<file path="src/rtl/ex_stage.sv">
// MIPS execute stage: combinational logic/shift/arith/move ALU plus a radix-2
// restoring divider that stalls the pipeline and owns the architectural HI/LO.
module ex_stage #(
    parameter int REG_ADDR_WIDTH = 5,
    parameter int REG_DATA_WIDTH = 32,
    parameter int ALUSEL_WIDTH   = 3,
    parameter int ALUOP_WIDTH    = 8
) (
    input  logic                      clk,
    input  logic                      rst_n,
    input  logic [REG_ADDR_WIDTH-1:0] reg_wr_addr_in,
    input  logic                      reg_wr_en_in,
    input  logic [REG_DATA_WIDTH-1:0] reg_rd_data1_in,
    input  logic [REG_DATA_WIDTH-1:0] reg_rd_data2_in,
    input  logic [ALUSEL_WIDTH-1:0]   alusel_in,
    input  logic [ALUOP_WIDTH-1:0]    aluop_in,
    input  logic                      flush_in,
    output logic [REG_ADDR_WIDTH-1:0] reg_wr_addr_out,
    output logic                      reg_wr_en_out,
    output logic [REG_DATA_WIDTH-1:0] reg_wr_data_out,
    output logic                      stall_req_out,
    output logic [REG_DATA_WIDTH-1:0] hi_out,
    output logic [REG_DATA_WIDTH-1:0] lo_out
);
    localparam int W  = REG_DATA_WIDTH;
    localparam int CW = $clog2(REG_DATA_WIDTH);

    localparam logic [ALUSEL_WIDTH-1:0] SEL_LOGIC = ALUSEL_WIDTH'(1);
    localparam logic [ALUSEL_WIDTH-1:0] SEL_SHIFT = ALUSEL_WIDTH'(2);
    localparam logic [ALUSEL_WIDTH-1:0] SEL_ARITH = ALUSEL_WIDTH'(3);
    localparam logic [ALUSEL_WIDTH-1:0] SEL_MOVE  = ALUSEL_WIDTH'(4);
    localparam logic [ALUSEL_WIDTH-1:0] SEL_DIV   = ALUSEL_WIDTH'(5);

    localparam logic [ALUOP_WIDTH-1:0] OP_AND  = ALUOP_WIDTH'(8'h24);
    localparam logic [ALUOP_WIDTH-1:0] OP_OR   = ALUOP_WIDTH'(8'h25);
    localparam logic [ALUOP_WIDTH-1:0] OP_XOR  = ALUOP_WIDTH'(8'h26);
    localparam logic [ALUOP_WIDTH-1:0] OP_NOR  = ALUOP_WIDTH'(8'h27);
    localparam logic [ALUOP_WIDTH-1:0] OP_SLL  = ALUOP_WIDTH'(8'h7C);
    localparam logic [ALUOP_WIDTH-1:0] OP_SRL  = ALUOP_WIDTH'(8'h02);
    localparam logic [ALUOP_WIDTH-1:0] OP_SRA  = ALUOP_WIDTH'(8'h03);
    localparam logic [ALUOP_WIDTH-1:0] OP_ADD  = ALUOP_WIDTH'(8'h20);
    localparam logic [ALUOP_WIDTH-1:0] OP_ADDU = ALUOP_WIDTH'(8'h21);
    localparam logic [ALUOP_WIDTH-1:0] OP_SUB  = ALUOP_WIDTH'(8'h22);
    localparam logic [ALUOP_WIDTH-1:0] OP_SUBU = ALUOP_WIDTH'(8'h23);
    localparam logic [ALUOP_WIDTH-1:0] OP_SLT  = ALUOP_WIDTH'(8'h2A);
    localparam logic [ALUOP_WIDTH-1:0] OP_SLTU = ALUOP_WIDTH'(8'h2B);
    localparam logic [ALUOP_WIDTH-1:0] OP_MFHI = ALUOP_WIDTH'(8'h10);
    localparam logic [ALUOP_WIDTH-1:0] OP_MFLO = ALUOP_WIDTH'(8'h12);
    localparam logic [ALUOP_WIDTH-1:0] OP_DIV  = ALUOP_WIDTH'(8'h1A);
    localparam logic [ALUOP_WIDTH-1:0] OP_DIVU = ALUOP_WIDTH'(8'h1B);

    typedef enum logic [1:0] {S_IDLE, S_BUSY, S_DONE} div_state_t;

    div_state_t      state;
    logic [W-1:0]    quot_q, rem_q, dsr_q, hi_q, lo_q;
    logic [CW-1:0]   cnt_q;
    logic            neg_quot_q, neg_rem_q;

    logic [W-1:0]    op_a, op_b, sum, diff;
    logic            add_ovf, sub_ovf;
    logic [CW-1:0]   shamt;

    assign op_a  = reg_rd_data1_in;
    assign op_b  = reg_rd_data2_in;
    assign shamt = reg_rd_data2_in[CW-1:0];
    assign sum   = op_a + op_b;
    assign diff  = op_a - op_b;
    // Signed overflow: operands agree (add) or differ (sub) in sign, result sign flips.
    assign add_ovf = (op_a[W-1] == op_b[W-1]) && (sum[W-1]  != op_a[W-1]);
    assign sub_ovf = (op_a[W-1] != op_b[W-1]) && (diff[W-1] != op_a[W-1]);

    logic            div_op, div_signed, div_req, a_neg, b_neg;
    logic [W-1:0]    abs_a, abs_b;

    assign div_op     = (alusel_in == SEL_DIV) && ((aluop_in == OP_DIV) || (aluop_in == OP_DIVU));
    assign div_signed = (aluop_in == OP_DIV);
    assign div_req    = div_op && !flush_in;
    assign a_neg      = div_signed && op_a[W-1];
    assign b_neg      = div_signed && op_b[W-1];
    assign abs_a      = a_neg ? -op_a : op_a;
    assign abs_b      = b_neg ? -op_b : op_b;

    // One restoring step: shift the next dividend bit into the partial remainder and
    // keep the subtraction only if it did not borrow.
    logic [W:0]      rem_shift, trial;
    logic [W-1:0]    quot_fin, rem_fin;

    assign rem_shift = {rem_q, quot_q[W-1]};
    assign trial     = rem_shift - {1'b0, dsr_q};
    assign quot_fin  = neg_quot_q ? -quot_q : quot_q;
    assign rem_fin   = neg_rem_q  ? -rem_q  : rem_q;

    // NOTE: sequential state uses non-blocking assignments so every register samples
    // pre-edge values regardless of statement order.
    always_ff @(posedge clk or negedge rst_n) begin
        if (!rst_n) begin
            state      <= S_IDLE;
            quot_q     <= '0;
            rem_q      <= '0;
            dsr_q      <= '0;
            cnt_q      <= '0;
            neg_quot_q <= 1'b0;
            neg_rem_q  <= 1'b0;
            hi_q       <= '0;
            lo_q       <= '0;
        end else if (flush_in) begin
            state <= S_IDLE;
        end else begin
            case (state)
                S_IDLE: begin
                    if (div_req) begin
                        neg_rem_q <= a_neg;
                        dsr_q     <= abs_b;
                        cnt_q     <= '0;
                        if (op_b == '0) begin
                            // Divide by zero: LO all ones, HI = dividend (sign restored in DONE).
                            quot_q     <= '1;
                            rem_q      <= abs_a;
                            neg_quot_q <= 1'b0;
                            state      <= S_DONE;
                        end else begin
                            quot_q     <= abs_a;
                            rem_q      <= '0;
                            neg_quot_q <= a_neg ^ b_neg;
                            state      <= S_BUSY;
                        end
                    end
                end
                S_BUSY: begin
                    if (!trial[W]) begin
                        rem_q  <= trial[W-1:0];
                        quot_q <= {quot_q[W-2:0], 1'b1};
                    end else begin
                        rem_q  <= rem_shift[W-1:0];
                        quot_q <= {quot_q[W-2:0], 1'b0};
                    end
                    cnt_q <= cnt_q + CW'(1);
                    if (cnt_q == CW'(W - 1)) state <= S_DONE;
                end
                S_DONE: begin
                    hi_q  <= rem_fin;
                    lo_q  <= quot_fin;
                    state <= S_IDLE;
                end
                default: state <= S_IDLE;
            endcase
        end
    end

    logic [W-1:0] result;
    logic         wr_en;

    always_comb begin
        // NOTE: defaults before the case keep every path assigned, so no latch is inferred.
        result = '0;
        wr_en  = reg_wr_en_in;
        case (alusel_in)
            SEL_LOGIC: begin
                case (aluop_in)
                    OP_AND:  result = op_a & op_b;
                    OP_OR:   result = op_a | op_b;
                    OP_XOR:  result = op_a ^ op_b;
                    OP_NOR:  result = ~(op_a | op_b);
                    default: result = '0;
                endcase
            end
            SEL_SHIFT: begin
                case (aluop_in)
                    OP_SLL:  result = op_a << shamt;
                    OP_SRL:  result = op_a >> shamt;
                    OP_SRA:  result = W'($signed(op_a) >>> shamt);
                    default: result = '0;
                endcase
            end
            SEL_ARITH: begin
                case (aluop_in)
                    OP_ADD: begin
                        result = sum;
                        if (add_ovf) wr_en = 1'b0;
                    end
                    OP_ADDU: result = sum;
                    OP_SUB: begin
                        result = diff;
                        if (sub_ovf) wr_en = 1'b0;
                    end
                    OP_SUBU: result = diff;
                    OP_SLT:  result = {{(W-1){1'b0}}, $signed(op_a) < $signed(op_b)};
                    OP_SLTU: result = {{(W-1){1'b0}}, op_a < op_b};
                    default: result = '0;
                endcase
            end
            SEL_MOVE: begin
                case (aluop_in)
                    OP_MFHI: result = hi_q;
                    OP_MFLO: result = lo_q;
                    default: result = '0;
                endcase
            end
            SEL_DIV: wr_en = 1'b0;
            default: result = '0;
        endcase
    end

    // Combinational outputs are forced to zero while reset is held.
    assign reg_wr_addr_out = rst_n ? reg_wr_addr_in : '0;
    assign reg_wr_en_out   = rst_n && wr_en;
    assign reg_wr_data_out = rst_n ? result : '0;
    assign stall_req_out   = rst_n && (((state == S_IDLE) && div_req) || (state == S_BUSY));
    assign hi_out          = hi_q;
    assign lo_out          = lo_q;

endmodule

</file>
<file path="config.mk">
export PLATFORM = sky130hd
export DESIGN_NAME = ex_stage
export DESIGN_NICKNAME = d
export VERILOG_FILES = /design/src/rtl/ex_stage.sv
export SDC_FILE = /design/constraint.sdc
export NUM_CORES = 1
export LEC_CHECK = 0
export BUFFER_PORTS_ARGS = -buffer_cell sky130_fd_sc_hd__buf_2
export CAP_MARGIN = 20
export CELL_PAD_IN_SITES_DETAIL_PLACEMENT = 1
export CELL_PAD_IN_SITES_GLOBAL_PLACEMENT = 1
export CORE_ASPECT_RATIO = 1.25
export CORE_MARGIN = 2
export CORE_UTILIZATION = 46
export CTS_CLUSTER_SIZE = 24
export DETAILED_ROUTE_END_ITERATION = 10
export PLACE_DENSITY_LB_ADDON = 0.25
export SYNTH_ARGS = -nofsm -noshare
export SYNTH_HDL_FRONTEND = slang
export SYNTH_SLANG_ARGS = --single-unit
</file>
<file path="constraint.sdc">
create_clock -name clk -period 6.7 [get_ports clk]
set_input_delay 1.34 -clock clk [delete_from_list [all_inputs] [get_ports clk]]
set_output_delay 1.34 -clock clk [all_outputs]
set_load 0.01 [all_outputs]
</file>
### Word-level counts from Yosys, hierarchy flattened

Index checks and enable logic that the tools add are counted.
Widths: inputs -> output; s select.

* eq/ne operators: 32
* $lt $le $gt $ge: 2
* shifts and indexed selects: 3
* $add $sub $neg: 8
* bitwise logic cells: 6
* reductions and logical operators: 21
* muxes and demuxes: 31

Operators with widths (number)
* $pmux 32 s4: 3
* $mux 32: 10
* $pmux 32 s2: 3
* $neg 32->32: 4
* $pmux 32 s3: 1
* $eq 8x6->1 const B: 10
* $lt 32x32->1: 2
* $sub 33x32->33: 1
* $add 32x32->32: 1
* $and 32x32->32: 1
* $eq 8x5->1 const B: 4
* $logic_not 32->1: 1
* $not 32->32: 1
* $or 32x32->32: 1
* $shl 32x5->32: 1
* $shr 32x5->32: 1
* $sshr 32x5->32: 1
* $sub 32x32->32: 1
* $xor 32x32->32: 1
* $eq 8x2->1 const B: 2
* $mux 5: 2
* $pmux 5 s2: 1
* $logic_and 1x1->1: 9
* $eq 8x7->1 const B: 1
* 24 further kinds: 40

* word-level logic and storage cells: 112
* input port bits: 84
* register bits after elaboration: 169
* output and inout port bits: 103

### Logic depth before layout (Yosys ltp)

Gate-level depths: netlist (run 1).

* depth in word-level cells: 7
* gate-level depth with buffers: 16
* gate-level depth less buffers: 14

### Least setup slack after synthesis (run 1)

OpenSTA, ideal clock, no wires.

* path type: input port to output port
* start: in reg_rd_data2_in[2]
* end: out reg_wr_data_out[29]
* required time: 5360 ps
* slack: 464 ps
* path buffers: 4
* stages on the path: 15
* arrival time: 4896 ps
* cell sequence: clkbuf_1 -> inv_2 -> buf_1 -> clkbuf_1 -> ha_1 -> buf_2 -> nor3_1 -> o311ai_0 -> a21oi_1 -> or3_1 -> a21oi_1 -> a21oi_1 -> a41o_1 -> mux2_2 -> a32o_1

* word-level cells in the longest chain between the ends: 4
* elaborated cells between the ends (all ways): 9
* classes of those cells: add/sub: 2; shift: 3; mux: 4

RTL lines
* start, declared: line 14 `input logic [REG_DATA_WIDTH-1:0] reg_rd_data2_in,`
* $sub 32x32->32, or another cell as far along: line 67 `assign diff = op_a - op_b;`
* $pmux 32 s4 or $pmux 32 s3 (tied branches): line 176, 168
* $pmux 32 s4 (*): line 157 `case (alusel_in)`
* $mux 32 (*): line 207 `assign reg_wr_data_out = rst_n ? result : '0;`
* end, declared: line 20 `output logic [REG_DATA_WIDTH-1:0] reg_wr_data_out,`

Every way passes the cells marked *; elsewhere a longest branch is shown, timed or not.

### Final worst setup path (run 1)

* start: in reg_rd_data1_in[0]
* end: out reg_wr_data_out[24]

* word-level cells in the longest chain between the ends: 4
* elaborated cells between the ends (all ways): 9
* classes of those cells: add/sub: 2; shift: 3; mux: 4

RTL lines
* start, declared: line 13 `input logic [REG_DATA_WIDTH-1:0] reg_rd_data1_in,`
* $sub 32x32->32, or another cell as far along: line 67
* $pmux 32 s4 or $pmux 32 s3 (tied branches): line 176, 168
* $pmux 32 s4 (*): line 157
* $mux 32 (*): line 207

Marked as above.

==> metrics.md, run 1 <==
| Metric | Value |
|---|---|
| Status | finished clean |
| Worst EP arrival | 4990 ps |
| Worst Path Max Fanout | 4 |
| Sequential Power Share | 0.291 |
| Cts hold-fix bufs | 0 |
| Rows | 87 |
| Drt first-iter violations | 2457 |
| Post-Syn Area per Cell | 7.39 um^2 |
| Post-Syn Instances | 2865 |
| Final hold violations | 0 |
| First-pass GRT wire length | 164000 um |
| Post-CTS Setup Bufs | 0 |
| Setup CP Type | primary input to primary output |
| Root buffer cell | clkbuf_16 |
| I/O Pins | 187 |
| Final core occ | 0.518 |
| Top cell type's share of synthesized area | 0.200 |
| Pwr/cell area | 157 mW/mm^2 |
| Worst slack at placement | 427 ps |
| Comb power frac | 0.444 |
| EDFF count, synth | 0 |
| Die width | 196 um |
| Hold Crit Class | flip-flop to flip-flop |
| Slew @ Worst Pin | 1220 ps |
| Die ar. | 0.0478 mm^2 |
| CTS tree | done |
| PortBufs | 186 |
| Clock Skews | 11.8 ps |
| Worst skew pair latency | 460 ps |
| Via count | 24688 |
| Register area share after synthesis | 0.200 |
| Final nets | 3185 |
| Final Cycle Share | 0.945 |
| Switch share | 0.417 |
| Total power | 3.68 mW |
| CTS H-tree depth | 4 |
| GRT Overall Usage | 0.466 |
| Most frequently used flop master after synthesis | dfrtp_1 |
| Routability cong. | 1.05 |
| Starting Density | 0.468 |
| Register bit total from synthesis | 169 |
| Max transition margin | 0.182 |
| DR pass1 iterations | 8 |
| Post-synth net total | 3093 |
| CTS Buffer Depth | 2 |
| Unrepaired setup endpoints after global routing | false |
| Tmin final | 6330 ps |
| Int Pwr | 2.14 mW |
| GRT overflow | 0 |
| Share of cells above drive strength 1 | 0.135 |
| Routed Antenna Nets | 0 |
| Switching power | 1.54 mW |
| Reg clk slew, reported paths | 70 ps |
| Yosys cell types | 83 |
| Clock share of power | 0.265 |
| Reg2Reg Setup Slack | 2890 ps |
| Yosys warns | 0 |
| Leakage | 10.2 nW |
| HPWL after detailed placement | 87700 um |
| Vias in the first global route | 24561 |
| Die span in y | 244 um |
| Area delta synth->final | 10.7% |
| TritonCTS Sinks | 169 |
| Worst Path Required | 5360 ps |
| Final WS setup | 366 ps |
| WL/cell | 32.0 um |
| Setup violators final | 0 |
| CP Capture Type | primary output |
| Peak supply drop | 0.000222 V |
| Max Cap Viol | 0 |
| Mapped Area | 0.0212 mm^2 |
| Count of pins over their slew limit | 0 |
| DRC viols | 0 |
| CP Launch Type | primary input |
| Total negative slack | 0 ps |
| Async set or reset register ratio after synthesis | 1.00 |
| CORE AREA | 0.0453 mm^2 |
| Clock buffer count from CTS | 17 |
| Largest net degree at the start of global routing | 129 |
| Ranking of synthesized cells by area | dfrtp_1 (20%), ha_1 (8.3%), o21ai_0 (7.5%) |
| FMAX | 158 MHz |
| DRT Wirelength | 114000 um |
| Antenna violations before repair | 6 |
| Post-cts resize count | 0 |
| Cell taking the most area after synthesis | dfrtp_1 |
| Vias per cell | 6.95 |
[power groups by stage]
stage                     clock network, mW  registers (mW)  logic (mW)
after floorplan                           0            1.08        1.02
after global placement                    0            1.09        1.53
after detailed placement                  0            1.09        1.56
after CTS                             0.973            1.07        1.58
after global routing                   1.02            1.07        1.72
final                                 0.974            1.07        1.63
[cell usage after synthesis, types with 16 or more instances]
library cell and instances:
o21ai_0 317, nand2_1 306, nor2_1 271, a21oi_1 246
dfrtp_1 169, clkbuf_1 168, xnor2_1 146, inv_1 142
ha_1 141, mux2i_1 100, nand3_1 62, xor2_1 57
o22ai_1 53, nor3_1 49, o31ai_1 45, mux4_2 39
a22oi_1 38, a31oi_1 36, buf_1 28, a21o_1 27
or3_1 25, o211ai_1 23, a221oi_1 22, nor2b_1 20
nand4_1 19, o21a_1 19, nand2b_1 18, buf_2 17
a211oi_1 16, and2_1 16
[through the flow]
| stage | instance area [um^2] | hold WS [ps] | cells |
|---|---|---|---|
| floorplan | 21200 | 445 | 2865 |
| global placement | 22800 | 463 | 3513 |
| detailed placement | 22800 | 474 | 3513 |
| CTS | 23400 | 490 | 3544 |
| global route | 23400 | 501 | 3547 |
| finish | 23400 | 487 | 3554 |
[logic make-up (layout without fill, tap and decap cells)]
kind of cell,Yosys count,in the layout,share of synthesized area
AO/OA/AOI/OAI,976,976,0.284
AND/OR/NAND/NOR,863,863,0.187
multiplexers,151,151,0.0951
flip-flops,169,169,0.200
buffers and inverters,359,463,0.0646
adder cells (fa/ha/maj),144,144,0.0862
other,0,7,0
XOR/XNOR,203,203,0.0840
[worst max-delay path, stage by stage]
cell	delay, ps
buf_2	120
inv_1	100
ha_1	230
inv_1	70
fa_1	190
nor2b_1	210
o2111ai_1	190
a41oi_1	470
o21ai_0	220
o311a_1	390
o31ai_1	430
a211oi_1	170
mux2_2	250
nand3_1	70
a31oi_1	330
buf_2	200
[area by class of cell]
| class | count | area (um^2) |
|---|---|---|
| Antenna cell | 7 | 17.5 |
| Clock buffer | 20 | 447 |
| Clock inverter | 11 | 111 |
| Fill cell | 5726 | 21800 |
| Inverter | 146 | 548 |
| Multi-Input combinational cell | 2337 | 15600 |
| Sequential cell | 169 | 4230 |
| Tap cell | 578 | 723 |
| Timing Repair Buffer | 286 | 1730 |
[registers in the layout, summed over array words and instances, names as in the netlist]
register    flops
cnt_q           5
hi_out         32
neg_quot_q      1
lo_out         32
rem_q          32
state           2
quot_q         32
dsr_q          32
neg_rem_q       1
[path summary, 6_finish.rpt]
kind / endpoint / cells past startpoint / start
max: reg_wr_data_out[24] / 16 / reg_rd_data1_in[0]
min: dsr_q[16] / 2 / dsr_q[16]
max reg2reg: hi_out[28] / 11 / rem_q[0]
min reg2reg: dsr_q[16] / 2 / dsr_q[16]
max in group asynchronous: lo_out[29] / 3 / rst_n
min in group asynchronous: hi_out[29] / 1 / rst_n
[cell usage in the layout (no fill, tap or decap), types with 13 or more instances in the layout]
| cell type | Yosys | layout |
|---|---|---|
| a211oi_1 | 16 | 16 |
| a21o_1 | 27 | 27 |
| a21oi_1 | 246 | 246 |
| a221oi_1 | 22 | 22 |
| a22oi_1 | 38 | 38 |
| a31oi_1 | 36 | 36 |
| a41oi_1 | 13 | 13 |
| and2_1 | 16 | 16 |
| buf_2 | 17 | 183 |
| buf_4 | 0 | 99 |
| clkbuf_16 | 0 | 17 |
| dfrtp_1 | 169 | 169 |
| ha_1 | 141 | 141 |
| inv_1 | 142 | 142 |
| mux2i_1 | 100 | 100 |
| mux4_2 | 39 | 39 |
| nand2_1 | 306 | 305 |
| nand2b_1 | 18 | 18 |
| nand3_1 | 62 | 61 |
| nand4_1 | 19 | 19 |
| nor2_1 | 271 | 268 |
| nor2b_1 | 20 | 20 |
| nor3_1 | 49 | 48 |
| nor4_1 | 14 | 14 |
| o211ai_1 | 23 | 23 |
| o21a_1 | 19 | 18 |
| o21ai_0 | 317 | 315 |
| o221ai_1 | 13 | 13 |
| o22ai_1 | 53 | 53 |
| o31ai_1 | 45 | 45 |
| o41ai_1 | 14 | 14 |
| or3_1 | 25 | 25 |
| or4_1 | 14 | 14 |
| xnor2_1 | 146 | 146 |
| xor2_1 | 57 | 57 |
[per-layer routing]
metal	up-vias	GRT usage	part of all wire
li1	10539	-	-
met1	12122	0.557	0.37
met2	1555	0.728	0.44
met3	472	0.0883	0.088
met4	0	0.385	0.10
met5	-	0	0
Note: power is estimated with default switching activity, not from simulation.
==> inputs of run 2 (changes only) <==
- CORE_UTILIZATION: 46 -> 41
- clock period: 6.7 -> 5.4 ns (I/O delays scaled with it)
==> run 2 against run 1 <==
  * Sequential power is 24% higher
  * Combinational power is 34% higher
  * Register-to-register slack worse by 1500 ps
  * Core utilization is 3.3 points lower
  * Count of clock-buffer cells in the layout is 1 lower
==> metrics.md, run 2 (synthesized netlist as in run 1, its figures left out) <==
| Metric | Value |
|---|---|
| Status | finished clean |
| GRT Overall Usage | 0.417 |
| Worst slack at placement | -164 ps |
| Starting Density | 0.413 |
| Worst Path Required | 4320 ps |
| I/O Pins | 187 |
| Clock Skews | 12.1 ps |
| Final Cycle Share | 0.988 |
| Worst EP arrival | 4250 ps |
| CP Launch Type | primary input |
| Routed Antenna Nets | 0 |
| Rows | 93 |
| CTS H-tree depth | 4 |
| CTS tree | done |
| DR pass1 iterations | 5 |
| Final nets | 3334 |
| Area delta synth->final | 17.5% |
| WL/cell | 30.3 um |
| Post-Place Cells | 3749 |
| Fin cells | 3786 |
| FMAX | 187 MHz |
| Max transition margin | 0.250 |
| Most common cell after layout, fill and taps aside | o21ai_0 |
| Largest net degree at the start of global routing | 73 |
| Critical path's slowest cell | a221oi_1 |
| Clock buffer count from CTS | 17 |
| Hold Crit Class | flip-flop to flip-flop |
| Total negative slack | 0 ps |
| Antenna violations before repair | 1 |
| Area of the multi-input gates | 0.0158 mm^2 |
| Setup CP Type | primary input to primary output |
| Worst skew pair latency | 450 ps |
| CP Capture Type | primary output |
| HPWL after detailed placement | 92800 um |
| Final core occ | 0.485 |
| CORE AREA | 0.0513 mm^2 |
| CTS Buffer Depth | 2 |
| Fin Hold WS | 497 ps |
| Share of cells above drive strength 1 | 0.187 |
| Total power | 4.77 mW |
| Tmin final | 5330 ps |
| Routability cong. | 1.05 |
| Vias per cell | 6.48 |
| Drt first-iter violations | 2285 |
| Filler cells | 6503 |
| GRT overflow | 0 |
| DRC viols | 0 |
| Register area | 0.00423 mm^2 |
| Max Cap Viol | 0 |
| Delay of the slowest critical-path stage | 590 ps |
| Peak supply drop | 0.000217 V |
| Most frequent cells in the layout | o21ai_0 (311), nand2_1 (305), nor2_1 (266) |
| Slew @ Worst Pin | 1120 ps |
| Count of pins over their slew limit | 0 |
| First-pass GRT wire length | 166000 um |
| Design area | 0.0249 mm^2 |
| Die ar. | 0.0535 mm^2 |
| Worst Path Max Fanout | 6 |
| Reg clk slew, reported paths | 70 ps |
| Cts hold-fix bufs | 0 |
| Via count | 24541 |
| Die width | 207 um |
| DRT Wirelength | 115000 um |
| Root buffer cell | clkbuf_16 |
| Leakage | 10.9 nW |
| Pwr/cell area | 192 mW/mm^2 |
| TritonCTS Sinks | 169 |
| CP Cell Sequence | buf_2 > inv_1 > ha_2 > a221oi_1 > o311a_1 > or3_1 > a21oi_2 > a21oi_2 > buf_4 > nand2_1 > a41o_1 > mux2_2 > a32o_1 > buf_2 |
| Setup violators final | 0 |
| Post-Place Cell Area | 0.0241 mm^2 |
| Vias in the first global route | 24770 |
| PortBufs | 186 |
| Unrepaired setup endpoints after global routing | true |
| Final hold violations | 0 |
| Final WS setup | 66.6 ps |
| Die span in y | 258 um |
-- run 2: routing by layer --
metal,global-route usage,vias up,share of wire
li1,-,10811,-
met1,0.494,12195,0.38
met2,0.680,1190,0.46
met3,0.0630,343,0.070
met4,0.325,2,0.093
met5,0,-,0.000096
-- run 2: final cells by class --
cell class | count | area share
clock buffer | 19 | 0.0174
inverter | 146 | 0.0222
antenna | 2 | 0.000201
timing repair buffer | 435 | 0.117
clock inverter | 13 | 0.00623
tap | 665 | 0.0334
multi-input combinational | 2337 | 0.634
sequential | 169 | 0.170
-- run 2: path summary, 6_finish.rpt --
check / endpoint / cells past startpoint / slack [ps] / start
setup / recovery: reg_wr_data_out[29] / 14 / 70 / reg_rd_data1_in[7]
hold reg to reg: dsr_q[25] / 2 / 500 / dsr_q[25]
max in group asynchronous: rem_q[17] / 3 / 3060 / rst_n
min in group asynchronous: quot_q[5] / 1 / 550 / rst_n
hold / removal: dsr_q[25] / 2 / 500 / dsr_q[25]
setup reg to reg: rem_q[19] / 13 / 1420 / quot_q[31]
-- run 2: worst max-delay path: cells and delay by family --
family,cells,cell delay (ps)
AOI/OAI and AO/OA,6,1690
buffers and inverters,4,620
adders and majority gates,1,380
muxes,1,270
and+or+nand+nor,2,200
-- run 2: what timing repair did --
item	in CTS	in global routing
setup buffers	1	1
endpoints found under the setup margin	4	14
endpoints found under the hold margin	0	0
cloned	0	0
pin swaps	1	10
gates resized for setup	4	39
-- run 2: power by group --
group / switching [mW] / leakage, nW / total [mW] / internal, mW
logic: 1.34 / 8.31 / 2.18 / 0.839
clock network: 0.568 / 0.283 / 1.26 / 0.695
registers: 0.0417 / 2.34 / 1.33 / 1.29
